===== src/rtl/dcache_stall_pkg.sv =====
// Shared types and address-field width helpers for the set-associative stalling data cache.
package dcache_stall_pkg;

  typedef enum logic [1:0] {
    StIdle  = 2'd0,
    StFill  = 2'd1,
    StWrite = 2'd2
  } state_e;

  function automatic int unsigned offset_w(input int unsigned line_words);
    return 2 + $clog2(line_words);
  endfunction

  function automatic int unsigned index_w(input int unsigned sets);
    return $clog2(sets);
  endfunction

  function automatic int unsigned tag_w(input int unsigned addr_w, input int unsigned sets,
                                        input int unsigned line_words);
    return addr_w - index_w(sets) - offset_w(line_words);
  endfunction

  // Word-select width; kept at least 1 so single-word lines still have a legal vector.
  function automatic int unsigned word_w(input int unsigned line_words);
    return (line_words > 1) ? $clog2(line_words) : 1;
  endfunction

endpackage


===== src/rtl/dcache_stall_if.sv =====
// Core-side request/response and backing-memory handshake bundle for dcache_stall.
interface dcache_stall_if #(
  parameter int unsigned ADDR_W = 32
);
  logic              req_valid;
  logic              req_we;
  logic [ADDR_W-1:0] req_addr;
  logic [31:0]       req_wdata;
  logic [31:0]       rsp_rdata;
  logic              stall;
  logic              mem_req;
  logic              mem_we;
  logic [ADDR_W-1:0] mem_addr;
  logic [31:0]       mem_wdata;
  logic              mem_ack;
  logic [31:0]       mem_rdata;
  logic [31:0]       hit_count;
  logic [31:0]       miss_count;

  modport slave (
    input  req_valid, req_we, req_addr, req_wdata, mem_ack, mem_rdata,
    output rsp_rdata, stall, mem_req, mem_we, mem_addr, mem_wdata, hit_count, miss_count
  );

  modport master (
    output req_valid, req_we, req_addr, req_wdata, mem_ack, mem_rdata,
    input  rsp_rdata, stall, mem_req, mem_we, mem_addr, mem_wdata, hit_count, miss_count
  );
endinterface


===== src/rtl/dcache_stall_way_array.sv =====
// One cache way: tag/valid/data storage with combinational read and synchronous write.
module dcache_stall_way_array
  import dcache_stall_pkg::*;
#(
  parameter int unsigned SETS       = 16,
  parameter int unsigned LINE_WORDS = 4,
  parameter int unsigned TAG_W      = 24,
  localparam int unsigned IDX_W     = index_w(SETS),
  localparam int unsigned WORD_W    = word_w(LINE_WORDS)
) (
  input  logic              clk,
  input  logic              rst_n,
  input  logic [IDX_W-1:0]  i_index,
  input  logic [WORD_W-1:0] i_rd_word,
  output logic [TAG_W-1:0]  o_tag,
  output logic              o_valid,
  output logic [31:0]       o_rdata,
  input  logic              i_data_we,
  input  logic [WORD_W-1:0] i_wr_word,
  input  logic [31:0]       i_wdata,
  input  logic              i_tag_we,
  input  logic [TAG_W-1:0]  i_tag
);

  logic [31:0]      r_data [SETS][LINE_WORDS];
  logic [TAG_W-1:0] r_tag  [SETS];
  logic [SETS-1:0]  r_valid;

  assign o_tag   = r_tag[i_index];
  assign o_valid = r_valid[i_index];
  assign o_rdata = r_data[i_index][i_rd_word];

  always_ff @(posedge clk or negedge rst_n) begin
    if (!rst_n) begin
      r_valid <= '0;
    end else if (i_tag_we) begin
      r_valid[i_index] <= 1'b1;
    end
  end

  // Payload storage needs no reset: nothing is visible until its valid bit is set.
  always_ff @(posedge clk) begin
    if (i_data_we) r_data[i_index][i_wr_word] <= i_wdata;
    if (i_tag_we)  r_tag[i_index] <= i_tag;
  end

endmodule


===== src/rtl/dcache_stall.sv =====
// Write-through, no-write-allocate set-associative data cache that stalls the core on
// load misses and stores while the backing memory request is outstanding.
module dcache_stall
  import dcache_stall_pkg::*;
#(
  parameter int unsigned SETS       = 16,
  parameter int unsigned WAYS       = 2,
  parameter int unsigned LINE_WORDS = 4,
  parameter int unsigned ADDR_W     = 32
) (
  input logic           clk,
  input logic           rst_n,
  dcache_stall_if.slave bus
);

  localparam int unsigned OFFSET_W = offset_w(LINE_WORDS);
  localparam int unsigned IDX_W    = index_w(SETS);
  localparam int unsigned TAG_W    = tag_w(ADDR_W, SETS, LINE_WORDS);
  localparam int unsigned WORD_W   = word_w(LINE_WORDS);
  localparam logic [WORD_W-1:0] LAST_WORD = WORD_W'(LINE_WORDS - 1);

  state_e            r_state, w_state_d;
  logic [WORD_W-1:0] r_word_cnt, w_word_cnt_d;
  logic              r_victim, w_victim_d;
  logic              r_post_fill, w_post_fill_d;
  logic [SETS-1:0]   r_lru;
  logic              w_lru_we, w_lru_val;
  logic [31:0]       r_hit_count, r_miss_count;
  logic              w_hit_inc, w_miss_inc;

  logic [IDX_W-1:0]  w_index;
  logic [TAG_W-1:0]  w_tag;
  logic [WORD_W-1:0] w_word;
  logic [ADDR_W-1:0] w_line_base;
  logic [TAG_W-1:0]  w_way_tag   [WAYS];
  logic [31:0]       w_way_rdata [WAYS];
  logic [WAYS-1:0]   w_way_valid;
  logic [WAYS-1:0]   w_hit;
  logic              w_hit_any, w_hit_way, w_victim, w_stall;
  logic [31:0]       w_hit_rdata;
  logic [WAYS-1:0]   w_data_we, w_tag_we;
  logic [WORD_W-1:0] w_wr_word;
  logic [31:0]       w_wr_data;
  logic              w_unused;

  assign w_index     = bus.req_addr[OFFSET_W +: IDX_W];
  assign w_tag       = bus.req_addr[OFFSET_W + IDX_W +: TAG_W];
  assign w_word      = (LINE_WORDS > 1) ? bus.req_addr[2 +: WORD_W] : '0;
  assign w_line_base = {bus.req_addr[ADDR_W-1:OFFSET_W], {OFFSET_W{1'b0}}};
  assign w_unused    = ^bus.req_addr[1:0];

  for (genvar gw = 0; gw < WAYS; gw++) begin : g_way
    dcache_stall_way_array #(
      .SETS      (SETS),
      .LINE_WORDS(LINE_WORDS),
      .TAG_W     (TAG_W)
    ) u_way (
      .clk      (clk),
      .rst_n    (rst_n),
      .i_index  (w_index),
      .i_rd_word(w_word),
      .o_tag    (w_way_tag[gw]),
      .o_valid  (w_way_valid[gw]),
      .o_rdata  (w_way_rdata[gw]),
      .i_data_we(w_data_we[gw]),
      .i_wr_word(w_wr_word),
      .i_wdata  (w_wr_data),
      .i_tag_we (w_tag_we[gw]),
      .i_tag    (w_tag)
    );
    assign w_hit[gw] = w_way_valid[gw] && (w_way_tag[gw] == w_tag);
  end

  assign w_hit_any = |w_hit;

  always_comb begin
    w_hit_way   = 1'b0;
    w_hit_rdata = '0;
    for (int w = 0; w < WAYS; w++) begin
      if (w_hit[w]) begin
        w_hit_way   = 1'(w);
        w_hit_rdata = w_way_rdata[w];
      end
    end
  end

  // First invalid way wins (way 0 first); with both valid the set's LRU bit decides.
  always_comb begin
    w_victim = 1'b0;
    if (WAYS > 1 && w_way_valid[0]) begin
      w_victim = w_way_valid[WAYS-1] ? r_lru[w_index] : 1'b1;
    end
  end

  always_comb begin
    w_state_d     = r_state;
    w_word_cnt_d  = r_word_cnt;
    w_victim_d    = r_victim;
    w_post_fill_d = 1'b0;
    w_stall       = 1'b0;
    w_lru_we      = 1'b0;
    w_lru_val     = 1'b0;
    w_hit_inc     = 1'b0;
    w_miss_inc    = 1'b0;
    w_data_we     = '0;
    w_tag_we      = '0;
    w_wr_word     = w_word;
    w_wr_data     = bus.req_wdata;
    bus.mem_req   = 1'b0;
    bus.mem_we    = 1'b0;
    bus.mem_addr  = {bus.req_addr[ADDR_W-1:2], 2'b00};
    bus.mem_wdata = bus.req_wdata;

    unique case (r_state)
      StIdle: begin
        if (bus.req_valid) begin
          if (bus.req_we) begin
            w_stall   = 1'b1;
            w_state_d = StWrite;
          end else if (w_hit_any) begin
            // The re-hit right after a fill belongs to an already-counted miss.
            w_hit_inc = !r_post_fill;
            w_lru_we  = 1'b1;
            w_lru_val = ~w_hit_way;
          end else begin
            w_stall      = 1'b1;
            w_miss_inc   = 1'b1;
            w_victim_d   = w_victim;
            w_word_cnt_d = '0;
            w_state_d    = StFill;
          end
        end
      end

      StFill: begin
        w_stall      = 1'b1;
        bus.mem_req  = 1'b1;
        bus.mem_addr = w_line_base | (ADDR_W'(r_word_cnt) << 2);
        if (bus.mem_ack) begin
          w_data_we[r_victim] = 1'b1;
          w_wr_word           = r_word_cnt;
          w_wr_data           = bus.mem_rdata;
          if (r_word_cnt == LAST_WORD) begin
            w_tag_we[r_victim] = 1'b1;
            w_lru_we           = 1'b1;
            w_lru_val          = ~r_victim;
            w_post_fill_d      = 1'b1;
            w_state_d          = StIdle;
          end else begin
            w_word_cnt_d = r_word_cnt + 1'b1;
          end
        end
      end

      StWrite: begin
        w_stall     = 1'b1;
        bus.mem_req = 1'b1;
        bus.mem_we  = 1'b1;
        if (bus.mem_ack) begin
          w_stall   = 1'b0;
          w_data_we = w_hit_any ? (WAYS'(1) << w_hit_way) : '0;
          w_state_d = StIdle;
        end
      end

      default: w_state_d = StIdle;
    endcase
  end

  // Stall is forced low under reset since a held load miss would otherwise assert it.
  assign bus.stall      = w_stall && rst_n;
  assign bus.rsp_rdata  = w_hit_rdata;
  assign bus.hit_count  = r_hit_count;
  assign bus.miss_count = r_miss_count;

  always_ff @(posedge clk or negedge rst_n) begin
    if (!rst_n) begin
      r_state      <= StIdle;
      r_word_cnt   <= '0;
      r_victim     <= 1'b0;
      r_post_fill  <= 1'b0;
      r_lru        <= '0;
      r_hit_count  <= '0;
      r_miss_count <= '0;
    end else begin
      r_state     <= w_state_d;
      r_word_cnt  <= w_word_cnt_d;
      r_victim    <= w_victim_d;
      r_post_fill <= w_post_fill_d;
      if (w_lru_we) r_lru[w_index] <= w_lru_val;
      if (w_hit_inc && (r_hit_count != '1)) r_hit_count <= r_hit_count + 32'd1;
      if (w_miss_inc && (r_miss_count != '1)) r_miss_count <= r_miss_count + 32'd1;
    end
  end

endmodule


===== src/flat_wrapper.sv =====
// flat-port wrapper written by rule: the top's interface ports become plain ports
module dcache_stall_flat import dcache_stall_pkg::*;
#(
  parameter int unsigned SETS       = 16,
  parameter int unsigned WAYS       = 2,
  parameter int unsigned LINE_WORDS = 4,
  parameter int unsigned ADDR_W     = 32
)
  (clk, rst_n, bus_req_valid, bus_req_we, bus_req_addr, bus_req_wdata, bus_mem_ack, bus_mem_rdata, bus_rsp_rdata, bus_stall, bus_mem_req, bus_mem_we, bus_mem_addr, bus_mem_wdata, bus_hit_count, bus_miss_count);
  dcache_stall_if #(.ADDR_W(ADDR_W)) bus_i ();
  input logic clk;
  input logic rst_n;
  input wire logic [$bits(bus_i.req_valid)-1:0] bus_req_valid;
  input wire logic [$bits(bus_i.req_we)-1:0] bus_req_we;
  input wire logic [$bits(bus_i.req_addr)-1:0] bus_req_addr;
  input wire logic [$bits(bus_i.req_wdata)-1:0] bus_req_wdata;
  input wire logic [$bits(bus_i.mem_ack)-1:0] bus_mem_ack;
  input wire logic [$bits(bus_i.mem_rdata)-1:0] bus_mem_rdata;
  output wire logic [$bits(bus_i.rsp_rdata)-1:0] bus_rsp_rdata;
  output wire logic [$bits(bus_i.stall)-1:0] bus_stall;
  output wire logic [$bits(bus_i.mem_req)-1:0] bus_mem_req;
  output wire logic [$bits(bus_i.mem_we)-1:0] bus_mem_we;
  output wire logic [$bits(bus_i.mem_addr)-1:0] bus_mem_addr;
  output wire logic [$bits(bus_i.mem_wdata)-1:0] bus_mem_wdata;
  output wire logic [$bits(bus_i.hit_count)-1:0] bus_hit_count;
  output wire logic [$bits(bus_i.miss_count)-1:0] bus_miss_count;
  assign bus_i.req_valid = bus_req_valid;
  assign bus_i.req_we = bus_req_we;
  assign bus_i.req_addr = bus_req_addr;
  assign bus_i.req_wdata = bus_req_wdata;
  assign bus_i.mem_ack = bus_mem_ack;
  assign bus_i.mem_rdata = bus_mem_rdata;
  assign bus_rsp_rdata = bus_i.rsp_rdata;
  assign bus_stall = bus_i.stall;
  assign bus_mem_req = bus_i.mem_req;
  assign bus_mem_we = bus_i.mem_we;
  assign bus_mem_addr = bus_i.mem_addr;
  assign bus_mem_wdata = bus_i.mem_wdata;
  assign bus_hit_count = bus_i.hit_count;
  assign bus_miss_count = bus_i.miss_count;
  dcache_stall #(.SETS(SETS), .WAYS(WAYS), .LINE_WORDS(LINE_WORDS), .ADDR_W(ADDR_W)) u_core (.clk(clk), .rst_n(rst_n), .bus(bus_i));
endmodule

===== config.mk =====
export PLATFORM = sky130hd
export DESIGN_NAME = dcache_stall_flat
export DESIGN_NICKNAME = d
export VERILOG_FILES = /design/src/rtl/dcache_stall_pkg.sv /design/src/rtl/dcache_stall_if.sv /design/src/rtl/dcache_stall_way_array.sv /design/src/rtl/dcache_stall.sv /design/src/flat_wrapper.sv
export SDC_FILE = /design/constraint.sdc
export NUM_CORES = 2
export LEC_CHECK = 0
export CAP_MARGIN = 10
export CORE_MARGIN = 5
export CORE_UTILIZATION = 56
export DETAILED_ROUTE_END_ITERATION = 8
export HOLD_SLACK_MARGIN = 0.12
export PLACE_DENSITY_LB_ADDON = 0.08
export SETUP_SLACK_MARGIN = 0.5
export SKIP_CTS_REPAIR_TIMING = 1
export SLEW_MARGIN = 20
export SYNTH_ARGS = -nofsm -noshare
export SYNTH_HDL_FRONTEND = slang
export SYNTH_MEMORY_MAX_BITS = 65536
export SYNTH_SLANG_ARGS = --single-unit
export TNS_END_PERCENT = 30

===== constraint.sdc =====
create_clock -name clk -period 5.6 [get_ports clk]
set_clock_uncertainty 0.2 [all_clocks]
set_input_delay 0.56 -clock clk [delete_from_list [all_inputs] [get_ports clk]]
set_output_delay 0.56 -clock clk [all_outputs]
set_load 0.005 [all_outputs]

==> flow_summary.ini <==
[global_routing]
antenna_found_initial = 45
grt_max_degree = 134
track_usage_pct = 29.2
grt_pass1_wl_um = 730000
grt-ovfl-total = 0
grt_pass1_vias = 95437

[yosys]
yosysTopAreaCellShare_pct = 75.4
yosysWarnings = 0
ys.flop_type = edfxtp_1
synth-async-reset-ratio_pct = 2.37
yosysMostFrequentCell = edfxtp_1
ys_seq_area_share_pct = 76.9
syn_avg_cell_area_um2 = 23.6
synth_cell_types = 84
synth_common_cells = 4864 x edfxtp_1, 1514 x mux4_2, 253 x clkbuf_1
synth_top_cell_by_area = edfxtp_1
yosys-top-cells-area = edfxtp_1 75%, mux4_2 18%, dfrtp_1 1.5%, mux2i_1 0.59%, clkbuf_1 0.49%
ys_ff_latch = 4982
synth-edff-count = 4864
syn_area_um2 = 194000
syn_inst = 8208

[worst_setup_path]
critPathCaptureType = output pin
crit_type = reg -> out
cp_data_arrival_time_ns = 4.89
critPathMaxFanout = 7
worstSetupStartpointType = register
required_ns = 4.84
reg2reg_depth = 15

[power]
report.power.total_mw = 82.9
swShare_pct = 23.2
power.density_nw_per_um2 = 367
vdd_drop_max_uv = 288
power_leakage_nw = 72.9
p_seq_share_pct = 51.5
power.internal_mw = 63.7
power.share.clock_pct = 39.9
p_sw_mw = 19.2
p_comb_share_pct = 8.6

[cells_and_area]
final_core_util_pct = 65.4
drive_gt1_share_pct = 33.4
seq_area_um2 = 149000
fillers = 22149
final_area_um2 = 226000
multi_input_area_um2 = 44200
finalNonFillerCells = 14067
area_delta_synth_final_pct = 16.6
nNetsFinal = 9164

[sta]
rsz0062_at_grt = yes
slew_headroom_pct = 21.0
tightest_slew_ns = 1.19
final-setup-viol-count = 12
slew_viol_final = 0
period_share_pct = 101
setup_slack_ns = -0.0454
fin_crit_ns = 5.65
hold_violations = 0
max_freq_mhz = 177
finalSetupTns_ns = -0.283

[hold_path]
whs_path_depth = 4
hp-class = in -> reg

[status]
status = finished with violations
violations = negative setup slack

[die]
die_area_um2 = 358000
die_x_um = 598
die_h_um = 598
row_count = 216
pin_count = 264
core_um2 = 345000
initial_core_util_pct = 56.1

[clocking]
cts_inserted_buffers = 521
clk_latency_ns = 1.03
cts_tree = yes
clockBufferDepth = 4
cts_max_level = 6
clk_pin_slew_ns = 0.06
cts-root-buf = clkbuf_16
cts_sinks = 4982

[place]
routabilityCongestion = 0.888
placed_area_um2 = 209000
dpl.cell_count = 13083
port_buffers = 259
dpl.hpwl_um = 308000

[routing]
firstDrtPassIters = 7
route.vias.total = 93116
ant_nets = 0
vias_per_cell = 6.62
drc_errors = 0
post_drt_wl_per_cell_um = 37.1
routed_wl_um = 521000
drt_iter0_drc = 11961

[job]
max_cap_violations = 0
## power groups by stage
stage / registers, mW / logic (mW) / clock network, mW
4_1_cts: 42.7 / 7.12 / 33.6
2_1_floorplan: 43.5 / 3.55 / 0
3_5_place_dp: 43.5 / 7.12 / 0
3_3_place_gp: 43.5 / 6.88 / 0
5_1_grt: 42.7 / 7.42 / 35.2
6_report: 42.7 / 7.12 / 33.1
## state kept, by name, indices dropped and copies added, names as in the netlist, 2 cells and up
register                    count
u_core.bus.hit_count           32
u_core.bus.miss_count          32
u_core.r_state                  2
u_core.g_way.u_way.r_data    4096
u_core.g_way.u_way.r_tag      768
u_core.g_way.u_way.r_valid     32
u_core.r_lru                   16
u_core.r_word_cnt               2
## placed cells by master (no fill, tap or decap), drive strengths merged, types with 40 or more instances in the layout
cell           synthesis  layout
nor3                 159     159
xor2                  40      40
and3                  66      66
edfxtp              4864    4864
clkdlybuf4s50          0     213
buf                  267     589
inv                   26      61
clkinv                 2     190
mux4                1514    1514
dfrtp                118     118
nand2                103     103
nor2                  90      90
mux2i                114     114
clkbuf               253     680
mux2                  79      79
xnor2                 63      63
diode                  0      44
## final cells by class
cell class	count	area share [%]
antenna	44	0.0488
clock buffer	650	6.14
clock inverter	262	1.03
inverter	28	0.0532
multi-input combinational	2679	19.6
sequential	4982	66.0
tap	4578	2.54
timing repair buffer	844	4.65
## cell families after synthesis
| kind of cell | synth area share, % |
|---|---|
| AOI/OAI and AO/OA | 0.927 |
| and+or+nand+nor | 1.67 |
| other | 0.00194 |
| buffers and inverters | 1.32 |
| DFF | 76.9 |
| adders and majority gates | 0.0452 |
| muxes | 18.7 |
| xor gates and xnor gates | 0.466 |
## metal layers
metal,up-vias,global-route usage (%),routed length (µm)
li1,37081,-,-
met1,50537,39.1,191000
met2,4630,48.4,262000
met5,-,0,142
met4,24,11.4,23300
met3,844,5.52,44300
## critical path: stages, from the launching register on
cell and delay (ns):
edfxtp_1 0.36, mux4_2 0.48, mux4_2 0.52, xnor2_2 0.20, buf_4 0.16, nand2_2 0.04, or4b_4 0.55, or3_4 0.53
clkbuf_16 0.22, buf_8 0.13, clkbuf_16 0.15, and3_4 0.14, a21o_1 0.19, buf_2 0.15
## stage by stage
step,setup slack (ns),hold WS (ns)
after floorplan,-0.358,0.0644
after detailed placement,0.159,0.250
after CTS,-0.304,-0.667
after global placement,0.160,0.246
final,-0.0454,0.127
after global routing,-0.144,0.139
## path summary, 6_finish.rpt
kind | to | slack [ns] | startpoint
max reg2reg | u_core.g_way[0].u_way.r_data[6][2]$_DFFE_PP_ | 0.59 | u_core.g_way[1].u_way.r_tag[9][16]$_DFFE_PP_
max | bus_rsp_rdata[15] | -0.05 | u_core.g_way[1].u_way.r_tag[9][16]$_DFFE_PP_
min in group asynchronous | u_core.bus.hit_count[25]$_DFFE_PN0P_ | 0.43 | rst_n
min | u_core.r_state[0]$_DFFE_PN0P_ | 0.13 | bus_req_valid
min reg2reg | u_core.g_way[1].u_way.r_valid[15]$_DFFE_PN0P_ | 0.27 | u_core.g_way[1].u_way.r_valid[15]$_DFFE_PN0P_
max in group asynchronous | u_core.g_way[0].u_way.r_valid[15]$_DFFE_PN0P_ | 3.83 | rst_n
Power figures use the tool's default switching activity.
